===== config.mk =====
export PLATFORM = sky130hd
export DESIGN_NAME = ccd_frame_sequencer
export DESIGN_NICKNAME = d
export VERILOG_FILES = /design/src/rtl/ccd_seq_pkg.sv /design/src/rtl/ccd_hline_timer.sv /design/src/rtl/ccd_frame_sequencer.sv
export SDC_FILE = /design/constraint.sdc
export NUM_CORES = 1
export LEC_CHECK = 0
export ABC_CLOCK_PERIOD_IN_PS = 2800
export BUFFER_PORTS_ARGS = -buffer_cell sky130_fd_sc_hd__buf_2
export CAP_MARGIN = 0
export CORE_MARGIN = 2
export CORE_UTILIZATION = 50
export CTS_BUF_LIST = sky130_fd_sc_hd__clkbuf_8
export DETAILED_ROUTE_END_ITERATION = 10
export PLACE_DENSITY_LB_ADDON = 0.1
export SLEW_MARGIN = 20
export SYNTH_ARGS = -nofsm -noshare
export SYNTH_HDL_FRONTEND = slang
export SYNTH_SLANG_ARGS = --single-unit

===== constraint.sdc =====
create_clock -name CLK_24M -period 2.8 [get_ports CLK_24M]
set_input_delay 0.56 -clock CLK_24M [delete_from_list [all_inputs] [get_ports CLK_24M]]
set_output_delay 0.56 -clock CLK_24M [all_outputs]
set_load 0.03 [all_outputs]

===== src/rtl/ccd_seq_pkg.sv =====
// ccd_seq_pkg: shared FSM state codes, default frame timing and a width helper
// for the CCD frame sequencer.
package ccd_seq_pkg;
    localparam logic [2:0] S_IDLE    = 3'd0;
    localparam logic [2:0] S_FLUSH   = 3'd1;
    localparam logic [2:0] S_SHUTTER = 3'd2;
    localparam logic [2:0] S_XFER    = 3'd3;
    localparam logic [2:0] S_VSHIFT  = 3'd4;
    localparam logic [2:0] S_HREAD   = 3'd5;
    localparam logic [2:0] S_DONE    = 3'd6;

    localparam int DEF_H_TOTAL     = 1560;
    localparam int DEF_ACT_START   = 40;
    localparam int DEF_ACT_LEN     = 1500;
    localparam int DEF_CLPOB_START = 8;
    localparam int DEF_CLPOB_LEN   = 20;
    localparam int DEF_V_PW        = 24;
    localparam int DEF_SG_PW       = 48;
    localparam int DEF_V_LINES     = 1000;
`ifdef SEQ_FLUSH_EN
    localparam int DEF_FLUSH_LINES = 1020;
`endif

    function automatic int imax(input int a, input int b);
        return a > b ? a : b;
    endfunction
endpackage


===== src/rtl/ccd_hline_timer.sv =====
// ccd_hline_timer: horizontal pixel counter for one HREAD line with registered
// AFE window strobes (HD, CLPOB, PBLK) and the pixel qualifier.
module ccd_hline_timer #(
    parameter int H_TOTAL     = 1560,
    parameter int ACT_START   = 40,
    parameter int ACT_LEN     = 1500,
    parameter int CLPOB_START = 8,
    parameter int CLPOB_LEN   = 20,
    parameter int HW          = 11
) (
    input  logic i_clk,
    input  logic i_rst,
    input  logic i_run,
    input  logic i_clear,
    output logic o_last,
    output logic o_hd,
    output logic o_clpob,
    output logic o_pblk,
    output logic o_pix_valid
);
    logic [HW-1:0] r_h;
    logic [HW-1:0] w_h_n;
    logic          w_act;
    logic          w_clp;

    // Strobes are decoded from the h value of the coming cycle so they line up with it.
    assign w_h_n  = i_clear ? '0 : r_h + HW'(1);
    assign w_act  = w_h_n >= HW'(ACT_START) && w_h_n < HW'(ACT_START + ACT_LEN);
    assign w_clp  = w_h_n >= HW'(CLPOB_START) && w_h_n < HW'(CLPOB_START + CLPOB_LEN);
    assign o_last = r_h == HW'(H_TOTAL - 1);

    always_ff @(posedge i_clk or posedge i_rst) begin
        if (i_rst) begin
            r_h         <= '0;
            o_hd        <= 1'b1;
            o_clpob     <= 1'b1;
            o_pblk      <= 1'b1;
            o_pix_valid <= 1'b0;
        end else begin
            r_h         <= i_run ? w_h_n : '0;
            o_hd        <= !(i_run && w_h_n == '0);
            o_clpob     <= !(i_run && w_clp);
            o_pblk      <= !i_run || w_act;
            o_pix_valid <= i_run && w_act;
        end
    end
endmodule


===== src/rtl/ccd_frame_sequencer.sv =====
// ccd_frame_sequencer: one-shot CCD/AFE frame timing (shutter, transfer, line readout).
// Define SEQ_FLUSH_EN to add a vertical charge flush before exposure.
module ccd_frame_sequencer
    import ccd_seq_pkg::*;
#(
    parameter int H_TOTAL     = DEF_H_TOTAL,
    parameter int ACT_START   = DEF_ACT_START,
    parameter int ACT_LEN     = DEF_ACT_LEN,
    parameter int CLPOB_START = DEF_CLPOB_START,
    parameter int CLPOB_LEN   = DEF_CLPOB_LEN,
    parameter int V_PW        = DEF_V_PW,
    parameter int SG_PW       = DEF_SG_PW,
`ifdef SEQ_FLUSH_EN
    parameter int FLUSH_LINES = DEF_FLUSH_LINES,
`endif
    parameter int V_LINES     = DEF_V_LINES
) (
    input  logic        CLK_24M,
    input  logic        CPU_RST,
    input  logic        start,
    input  logic        abort,
    input  logic [31:0] exp_cycles,
    output logic        ccd_nxv1,
    output logic        ccd_nxv2,
    output logic        ccd_nxsg2,
    output logic        ccd_shut,
    output logic        afe_vd,
    output logic        afe_hd,
    output logic        afe_pblk,
    output logic        afe_clpob,
    output logic        pix_valid,
    output logic        line_valid,
    output logic        busy,
    output logic        frame_done
);
    localparam int XFER_LEN = SG_PW + 2 * V_PW;
    localparam int VS_LEN   = 2 * V_PW;
`ifdef SEQ_FLUSH_EN
    localparam int MAXP = imax(imax(imax(H_TOTAL, XFER_LEN), V_LINES), FLUSH_LINES);
`else
    localparam int MAXP = imax(imax(H_TOTAL, XFER_LEN), V_LINES);
`endif
    localparam int CW = $clog2(MAXP + 1);

    logic [2:0]    r_state, w_state_n;
    logic [CW-1:0] r_cnt, w_cnt_n;
    logic [CW-1:0] r_line, w_line_n;
    logic [31:0]   r_exp, w_exp_n;
    logic          w_last, w_vs, w_xfer;
`ifdef SEQ_FLUSH_EN
    logic [CW-1:0] r_flush, w_flush_n;
    assign w_vs = w_state_n == S_VSHIFT || w_state_n == S_FLUSH;
`else
    assign w_vs = w_state_n == S_VSHIFT;
`endif
    assign w_xfer = w_state_n == S_XFER;

    always_comb begin
        w_state_n = r_state;
        w_cnt_n   = '0;
        w_line_n  = r_line;
        w_exp_n   = r_exp;
`ifdef SEQ_FLUSH_EN
        w_flush_n = r_flush;
`endif
        // Abort wins over any end-of-state transition on the same clock.
        if (abort && r_state != S_IDLE) begin
            w_state_n = S_IDLE;
`ifdef SEQ_FLUSH_EN
            w_flush_n = '0;
`endif
        end else begin
            case (r_state)
                S_IDLE: if (start) begin
                    w_exp_n = exp_cycles;
`ifdef SEQ_FLUSH_EN
                    w_state_n = S_FLUSH;
`else
                    w_state_n = exp_cycles == '0 ? S_XFER : S_SHUTTER;
`endif
                end
`ifdef SEQ_FLUSH_EN
                S_FLUSH: if (r_cnt == CW'(VS_LEN - 1)) begin
                    w_flush_n = r_flush == CW'(FLUSH_LINES - 1) ? '0 : r_flush + CW'(1);
                    if (r_flush == CW'(FLUSH_LINES - 1))
                        w_state_n = r_exp == '0 ? S_XFER : S_SHUTTER;
                end else
                    w_cnt_n = r_cnt + CW'(1);
`endif
                S_SHUTTER: begin
                    w_exp_n = r_exp - 32'(r_exp != '0);
                    if (r_exp <= 32'd1) w_state_n = S_XFER;
                end
                S_XFER: begin
                    w_line_n = '0;
                    if (r_cnt == CW'(XFER_LEN - 1)) w_state_n = S_VSHIFT;
                    else w_cnt_n = r_cnt + CW'(1);
                end
                S_VSHIFT: if (r_cnt == CW'(VS_LEN - 1)) w_state_n = S_HREAD;
                    else w_cnt_n = r_cnt + CW'(1);
                S_HREAD: if (w_last) begin
                    w_line_n  = r_line + CW'(1);
                    w_state_n = r_line == CW'(V_LINES - 1) ? S_DONE : S_VSHIFT;
                end
                default: w_state_n = S_IDLE;
            endcase
        end
    end

    ccd_hline_timer #(
        .H_TOTAL(H_TOTAL), .ACT_START(ACT_START), .ACT_LEN(ACT_LEN),
        .CLPOB_START(CLPOB_START), .CLPOB_LEN(CLPOB_LEN), .HW(CW)
    ) u_hline (
        .i_clk(CLK_24M), .i_rst(CPU_RST),
        .i_run(w_state_n == S_HREAD), .i_clear(r_state != S_HREAD),
        .o_last(w_last), .o_hd(afe_hd), .o_clpob(afe_clpob),
        .o_pblk(afe_pblk), .o_pix_valid(pix_valid)
    );

    // Outputs decode the next state so each strobe coincides with its state cycle.
    always_ff @(posedge CLK_24M or posedge CPU_RST) begin
        if (CPU_RST) begin
            r_state    <= S_IDLE;
            r_cnt      <= '0;
            r_line     <= '0;
            r_exp      <= '0;
            ccd_nxv1   <= 1'b1;
            ccd_nxv2   <= 1'b1;
            ccd_nxsg2  <= 1'b1;
            ccd_shut   <= 1'b0;
            afe_vd     <= 1'b1;
            line_valid <= 1'b0;
            busy       <= 1'b0;
            frame_done <= 1'b0;
        end else begin
            r_state    <= w_state_n;
            r_cnt      <= w_cnt_n;
            r_line     <= w_line_n;
            r_exp      <= w_exp_n;
            ccd_nxv1   <= !(w_xfer || (w_vs && w_cnt_n < CW'(V_PW)));
            ccd_nxv2   <= !(w_vs && w_cnt_n >= CW'(V_PW));
            ccd_nxsg2  <= !(w_xfer && w_cnt_n >= CW'(V_PW) && w_cnt_n < CW'(V_PW + SG_PW));
            ccd_shut   <= w_state_n == S_SHUTTER;
            afe_vd     <= !(w_xfer && w_cnt_n == '0);
            line_valid <= w_state_n == S_HREAD;
            busy       <= w_state_n != S_IDLE;
            frame_done <= w_state_n == S_DONE;
        end
    end
`ifdef SEQ_FLUSH_EN
    always_ff @(posedge CLK_24M or posedge CPU_RST) begin
        if (CPU_RST) r_flush <= '0;
        else r_flush <= w_flush_n;
    end
`endif
endmodule


Word level (Yosys, flattened, before mapping)
Cells that the tools add are included.
- register bits after elaboration: 80
- output and inout port bits: 12
- bits of input ports: 36
- word-level logic and storage cells: 96
- bitwise gates (word level): 1
- reduce and logical (&&, ||, !) cells: 31
- equal/unequal tests: 16
- add/sub/neg operators: 4
- muxes and demuxes: 19
- order comparisons: 8
- operators with widths (cell ; number):
    $mux W11 ; 6
    $pmux W32 S2 ; 1
    $pmux W11 S2 ; 2
    $add A11 B1 Y11 const B ; 3
    $le A32 B1 Y1 const B ; 1
    $logic_not A32 Y1 ; 1
    $mux W32 ; 1
    $reduce_bool A32 Y1 ; 1
    $sub A32 B1 Y32 ; 1
    $logic_not A11 Y1 ; 2
    $lt A11 B5 Y1 const B ; 2
    $mux W3 ; 6
    $eq A3 B3 Y1 const B ; 5
    $pmux W3 S5 ; 1
    $eq A3 B2 Y1 const B ; 4
    $eq A11 B10 Y1 const B ; 1
    $eq A11 B11 Y1 const B ; 1
    $eq A11 B6 Y1 const B ; 1
    $eq A11 B7 Y1 const B ; 1
    $ge A11 B4 Y1 const B ; 1
    $ge A11 B5 Y1 const B ; 1
    $ge A11 B6 Y1 const B ; 1
    $logic_and A1 B1 Y1 ; 11
    $lt A11 B11 Y1 const B ; 1
    other kinds (13) ; 23

Depth between registers and ports, before layout
Gate-level depths: netlist (run 1).
- depth after elaboration: 9
- mapped depth: 13
- depth with buffers taken out: 12

By module
A second synthesis (run 1) with hierarchy kept.
- cells, all modules: 579
- area, all modules: 5121.2 um^2
- modules (own cells, without submodules) (module ; area each (um^2) ; instances ; cells each ; sequential area each (um^2)):
    ccd_frame_sequencer ; 4113.9 ; 1 ; 473 ; 1631.6
    ccd_hline_timer ; 1007.2 ; 1 ; 106 ; 379.1

Least setup slack after synthesis (run 1)
Ideal clock, no wire load.
- path kind: register -> register
- start point: register r_exp[14]
- end point: register r_exp[29]
- slack: -0.175 ns
- path buffers: 2
- data required time: 2.663 ns
- stages on the path, launching flop included: 14
- arrival: 2.838 ns
- cell sequence: dfrtp_1 > or3_1 > buf_2 > nand4bb_4 > nor2_4 > nand3_1 > ha_1 > or3b_4 > or3_1 > clkbuf_2 > or3_4 > or2_0 > o32ai_1 > a21oi_1
- cells in the longest elaborated chain, start to end: 3
- RTL lines (item ; RTL line ; source):
    start: declaration ; ccd_frame_sequencer.sv:48 ; logic [31:0] r_exp, w_exp_n;
    start signal: assignment ; ccd_frame_sequencer.sv:139 ; r_exp <= w_exp_n;
    $reduce_bool A32 Y1 ; ccd_frame_sequencer.sv:91 ; w_exp_n = r_exp - 32'(r_exp != '0);
    $sub A32 B1 Y32 * ; ccd_frame_sequencer.sv:91 ;
    $pmux W32 S2 * ; ccd_frame_sequencer.sv:73 ; case (r_state)
Mark *: on every way between the ends. The rest lies on a longest branch, timed or not.
A chain may end at the register's enable or synchronous reset.

Final worst setup path (run 1)
- start point: register r_exp[28]
- end point: register r_exp[29]
The elaborated chain is that of the path after synthesis.

==> results of run 1 <==
## critical path: stages, from the launching register on
cell      delay, ns
dfrtp_1        0.37
or4_4          0.14
nand2b_4       0.14
nor3_4         0.04
nand3_2        0.09
ha_4           0.13
or3b_4         0.39
or3_4          0.35
or3_4          0.37
or2_1          0.24
o32ai_1        0.22
a21oi_1        0.10
## power by group through the flow
stage | logic (mW) | clock network (mW) | registers (mW)
floorplan | 1.06 | 0 | 1.65
global placement | 1.68 | 0 | 1.58
detailed placement | 1.71 | 0 | 1.60
CTS | 1.72 | 0.971 | 1.58
global route | 1.97 | 1.02 | 1.62
finish | 1.77 | 0.949 | 1.59
## registers in the layout (all words and copies together), names as in the netlist, 3 cells and up
register     cells
u_hline.r_h     11
r_line          11
r_exp           32
r_cnt           11
r_state          3
## synthesized netlist by cell type (all sizes together) (3+ instances only)
master	instances
o21a	4
and3	9
ha	6
xor2	3
buf	7
o21ai	53
o211ai	3
or4	4
a22oi	6
a211oi	3
a31oi	7
nor2	78
dfstp	7
mux2i	3
or2	3
nand3b	6
xnor2	21
dfrtp	73
clkbuf	28
nor3	28
nor4	21
a311oi	4
inv	14
a21oi	42
o32ai	3
o31a	5
nand2b	9
or3	8
nand2	42
o22ai	6
nor4b	3
nand4	14
nand4b	3
nand3	19
o31ai	4
## layout by cell type, fill, tap and decap left out, drive strengths merged, types with 4 or more instances in the layout
| cell type | n |
|---|---|
| o22ai | 6 |
| buf | 95 |
| o31a | 5 |
| nor4 | 21 |
| clkinv | 4 |
| dfrtp | 73 |
| clkbuf | 9 |
| o31ai | 4 |
| inv | 14 |
| a22oi | 6 |
| and3 | 9 |
| nor3 | 28 |
| o21a | 4 |
| a21oi | 42 |
| nand4 | 14 |
| nand3 | 19 |
| o21ai | 53 |
| a31oi | 7 |
| xnor2 | 21 |
| a311oi | 4 |
| nand3b | 6 |
| nand2 | 42 |
| ha | 6 |
| dfstp | 7 |
| or4 | 4 |
| nor2 | 78 |
| nand2b | 9 |
| or3 | 8 |
## routing by layer
| layer | track usage | routed length, µm | up-vias |
|---|---|---|---|
| met2 | 0.386 | 6150 | 109 |
| met1 | 0.301 | 5420 | 2260 |
| li1 | - | - | 2265 |
| met5 | 0 | 0 | - |
| met3 | 0.0294 | 480 | 21 |
| met4 | 0.0994 | 282 | 0 |
## metrics by stage
| step | TNS [ns] | hold WS [ns] | cells | total power [mW] |
|---|---|---|---|---|
| floorplan | -0.163 | 0.450 | 579 | 2.71 |
| global placement | 0 | 0.482 | 770 | 3.26 |
| detailed placement | -0.0190 | 0.492 | 770 | 3.30 |
| CTS | 0 | 0.313 | 786 | 4.27 |
| global route | -0.0963 | 0.349 | 787 | 4.62 |
| finish | 0 | 0.299 | 787 | 4.31 |
## path summary, 6_finish.rpt
path	startpoint	end	slack, ns	cells past startpoint
min reg2reg	r_exp[9]$_DFFE_PP0P_	r_exp[9]$_DFFE_PP0P_	0.51	2
max in group asynchronous	CPU_RST	afe_vd$_DFF_PP1_	1.79	3
min	CPU_RST	r_exp[31]$_DFFE_PP0P_	0.30	2
max reg2reg	r_exp[28]$_DFFE_PP0P_	r_exp[29]$_DFFE_PP0P_	0.08	11
min in group CLK_24M	abort	r_cnt[4]$_DFF_PP0_	0.48	2
max	r_exp[28]$_DFFE_PP0P_	r_exp[29]$_DFFE_PP0P_	0.08	11
## layout make-up
type	instances	area, µm²	area share
Multi-Input combinational cell	449	2850	0.482
Timing Repair Buffer	95	616	0.104
Tap cell	133	166	0.0281
Clock buffer	9	124	0.0209
Clock inverter	7	95.1	0.0161
Inverter	14	53.8	0.00909
Sequential cell	80	2010	0.340
## cell families (layout without fill, tap and decap cells)
group                      after synthesis  after routing
and+or+nand+nor                        263            263
adders and majority gates                6              6
xor gates and xnor gates                24             24
DFF                                     80             80
buffers and inverters                   50            125
AOI/OAI and AO/OA                      153            153
muxes                                    3              3
## repair_timing
action / in CTS / in global routing
gates resized for setup: 3 / 15
pin swaps: 0 / 3
setup endpoints to repair: 3 / 14
hold buffers: 0 / 0
cloned: 0 / 0
endpoints found under the hold margin: 0 / 0
buffers inserted: 0 / 1
==> run_results.csv, run 1 <==
group,metric,value,unit
critical_path,crit_required,3.02,ns
cells_and_area,fin_area,0.00592,mm²
synth,synth-edff-count,0,
place,place_ws,-0.0190,ns
cells_and_area,final_core_util,0.605,
synth,yosysSeqAreaShare,0.399,
synth,synth_area_leader_cell,"dfrtp_1",
critical_path,arrival,2.94,ns
synth,syn-mean-instance-area,8.71,µm²
synth,synth_top_area_frac,0.362,
pwr,power_frac_seq,0.368,
critical_path,endpoint_kind,"flip-flop",
pwr,intPower,2.63,mW
cells_and_area,num-fill-cells,887,
sta,worst_pin_slew,0.752,ns
die,rows,36,
global_route,grt_overflow,0,
synth,synthTopCellsByArea,"dfrtp_1 (36%), nor2_1 (5.7%), o21ai_0 (5.3%)",
die,fp.dieArea,0.0109,mm²
cells_and_area,syn_to_final_growth,17.3,%
detailed_routing,drcViolationCount,0,
synth,synth_cell_types,79,
synth,synth_compound_gate_area_share,0.194,
place,place_area,0.00562,mm²
critical_path,crit_type,"reg -> reg",
sta,rsz0062_at_grt,"yes",
synth,yosys.area_share.adder,0.0149,
detailed_routing,post_drt_wl_per_cell,15.7,µm
pwr,vdd_drop_max,435,µV
pwr,power_switching,1.67,mW
synth,yosysWarnings,0,
cells_and_area,drive_above_1_share,0.240,
place,routabilityCongestion,0.852,
synth,syn-num-nets,621,
synth,synth_cells,579,
pwr,clkPwrFrac,0.220,
global_route,first_global_vias,4333,
synth,muxShareOfSynthArea,0.00595,
die,start_util,0.516,
cells_and_area,fin_nets,691,
sta,drv_slew,0,
global_route,grt_max_degree,42,
detailed_routing,ant_nets,0,
cells_and_area,diodes,0,
synth,async_flop_share,1.00,
synth,synth_xor_area_frac,0.0417,
sta,skew,0.0101,ns
min_path,hp-class,"in -> async",
die,die_h,104,µm
pwr,pwr-share-comb,0.411,
detailed_routing,vias,4655,
detailed_routing,vias_per_cell,5.91,
global_route,grt_pass1_wl,20700,µm
cts,cts_buffers,9,
cts,cts_root_buffer,"clkbuf_8",
pwr,p_sw_frac,0.388,
cts,htreeDepth,3,
detailed_routing,routed_wl,12300,µm
detailed_routing,drt_iter0_markers,259,
synth,synthFlopType,"dfrtp_1",
run,drv_cap,0,
cts,cts_tree,"done",
sta,relSlewSlack,0.498,
cts,clk_path_buf_depth,2,
synth,post_synth_instance_area,0.00504,mm²
synth,synth_top_family_by_area,"simple AND/OR/NAND/NOR gates",
sta,setup_slack,0.0785,ns
global_route,grt_use_total,0.231,
cts,clk_pin_slew,0.09,ns
synth,ys_ff_latch,80,
critical_path,cp_max_fo,6,
run_status,status,"finished clean",
sta,finalHoldViolCount,0,
sta,clock.fmax,367,MHz
place,post-dp-hpwl,9040,µm
die,core_region_area,0.00977,mm²
cts,clock_sinks,80,
pwr,p_per_area,727,mW/mm²
sta,period_share,0.972,
detailed_routing,dr.pass1.iters,5,
cts,clk_latency,0.37,ns
die,boundaryPins,48,
sta,setup-violations-final,0,
place,io_buffers,47,
synth,synth-simple-area-share,0.291,
sta,fin_crit,2.72,ns
die,die_w,104,µm
critical_path,start_kind,"flip-flop",
pwr,p_leak,2.38,nW
global_route,antenna_found_initial,0,
Power figures use the tool's default switching activity.
==> run 2, diff against run 1 <==
--- a/config.mk
+++ b/config.mk
@@ -9,8 +9,7 @@
 export BUFFER_PORTS_ARGS = -buffer_cell sky130_fd_sc_hd__buf_2
 export CAP_MARGIN = 0
 export CORE_MARGIN = 2
-export CORE_UTILIZATION = 50
-export CTS_BUF_LIST = sky130_fd_sc_hd__clkbuf_8
+export CORE_UTILIZATION = 54
 export DETAILED_ROUTE_END_ITERATION = 10
 export PLACE_DENSITY_LB_ADDON = 0.1
 export SLEW_MARGIN = 20
==> run_results.csv, run 2 (synthesized netlist as in run 1, its figures left out) <==
group,metric,value,unit
cells_and_area,layout_commonest_cell,"nor2_1",
run,drv_cap,0,
cts,cts_buffers,9,
run_status,status,"finished clean",
global_route,grt_overflow,0,
critical_path,crit_required,3.01,ns
min_path,hp-class,"in -> async",
detailed_routing,routed.top_layer,"met4",
cells_and_area,layout_common_cells,"nor2_1 (75), dfrtp_1 (73), buf_4 (55), o21ai_0 (49), buf_2 (47)",
detailed_routing,routed-wl-met3,566,µm
die,start_util,0.551,
sta,worst_pin_slew,0.713,ns
place,post-dp-hpwl,8940,µm
die,die_w,101,µm
die,rows,35,
critical_path,cpMostUsedCell,"or3_4",
cts,htreeDepth,3,
place,routabilityCongestion,0.913,
pwr,p_per_area,729,mW/mm²
global_route,first_global_vias,4394,
sta,rsz0062_at_grt,"yes",
cts,cts_tree,"done",
detailed_routing,ant_nets,0,
detailed_routing,post_drt_wl_per_cell,16.1,µm
cts,clk_pin_slew,0.08,ns
sta,relSlewSlack,0.524,
global_route,grt_pass1_wl,21000,µm
pwr,p_leak,2.40,nW
global_route,grt_max_degree,41,
place,place_area,0.00561,mm²
detailed_routing,routed_wl,12400,µm
cells_and_area,syn_to_final_growth,18.1,%
critical_path,arrival,2.98,ns
cells_and_area,diodes,0,
detailed_routing,wl_met2,5920,µm
pwr,p_total,4.34,mW
cells_and_area,fin_nets,700,
sta,fin_crit,2.77,ns
die,boundaryPins,48,
critical_path,critical_path.cell_chain,"or4_4, nand2b_4, nor3_4, nand3_2, ha_4, or3b_4, or3_4, or3_4, or2_4, o32ai_4, a21oi_2",
cells_and_area,fin_area,0.00596,mm²
pwr,vdd_drop_max,392,µV
critical_path,endpoint_kind,"flip-flop",
detailed_routing,dr.pass1.iters,5,
global_route,antenna_found_initial,0,
sta,finalHoldViolCount,0,
cells_and_area,largest_reg_flops,32,
sta,skew,0.0161,ns
sta,drv_slew,0,
die,fp.dieArea,0.0101,mm²
die,core_region_area,0.00915,mm²
sta,period_share,0.990,
cells_and_area,drive_above_1_share,0.253,
cells_and_area,top_register,"r_exp",
critical_path,max_stage_delay,0.37,ns
detailed_routing,vias_per_cell,6.03,
cts,cts_root_buffer,"clkbuf_8",
place,io_buffers,47,
sta,clock.fmax,361,MHz
cts,clk_path_buf_depth,2,
critical_path,crit_type,"reg -> reg",
cts,clk_latency,0.35,ns
cts,clock_sinks,80,
critical_path,slowest_stage,"dfrtp_1",
die,die_h,101,µm
detailed_routing,wl_met1,5740,µm
detailed_routing,drt_iter0_markers,166,
sta,setup-violations-final,0,
sta,tns,0,ns
detailed_routing,vias,4665,
critical_path,cp_max_fo,5,
detailed_routing,drcViolationCount,0,
global_route,grt_use_total,0.258,
critical_path,start_kind,"flip-flop",
==> run 2: final cells by class <==
type,instances,area (µm²)
repair buffers,104,688
clock inverters,4,51.3
multi-input cells,449,2850
clock buffers,12,165
well taps,111,139
flip-flops and latches,80,2010
fillers,818,3200
inverters,14,53.8
==> run 2: what timing repair did <==
item,4_1_cts,5_1_grt
gates resized for setup,4,12
setup endpoints to repair,4,14
buffers inserted,0,9
hold buffers,0,0
pin swaps,0,3
==> run 2: power by group <==
group          leakage, nW  internal [mW]  switching (mW)
sequential            1.02           1.41           0.187
clock                0.109          0.486           0.432
combinational         1.27          0.777            1.06
==> run 2: path summary, 6_finish.rpt <==
| check | from | endpoint | slack, ns | cells after the start |
|---|---|---|---|---|
| setup / recovery | r_exp[25]$_DFFE_PP0P_ | r_exp[29]$_DFFE_PP0P_ | 0.03 | 11 |
| hold / removal | CPU_RST | r_exp[8]$_DFFE_PP0P_ | 0.30 | 2 |
| setup reg to reg | r_exp[25]$_DFFE_PP0P_ | r_exp[29]$_DFFE_PP0P_ | 0.03 | 11 |
| hold reg to reg | r_exp[9]$_DFFE_PP0P_ | r_exp[9]$_DFFE_PP0P_ | 0.51 | 2 |
| max in group asynchronous | CPU_RST | r_cnt[10]$_DFF_PP0_ | 1.84 | 3 |
| min in group CLK_24M | exp_cycles[17] | r_exp[17]$_DFFE_PP0P_ | 0.49 | 3 |
==> run 2: critical path, delay by kind of cell (launching register included) <==
kind	cells	cell delay, ns
adders and majority gates	1	0.12
and+or+nand+nor	8	1.80
DFF	1	0.37
AOI/OAI and AO/OA	2	0.37
==> run 2: per-layer routing <==
metal,vias to the layer above,global-route usage
met2,134,0.418
met5,-,0
met4,0,0.0727
li1,2284,-
met3,15,0.0416
met1,2232,0.359
==> run 2: through the flow <==
stage          hold slack (ns)   util  setup slack (ns)  cells
2_1_floorplan            0.450      -            -0.124    579
3_3_place_gp             0.474  0.613           -0.0301    749
3_5_place_dp             0.501  0.613            -0.146    749
4_1_cts                  0.303  0.639            0.0208    765
5_1_grt                  0.333  0.651           -0.0451    774
6_report                 0.300  0.651            0.0294    774
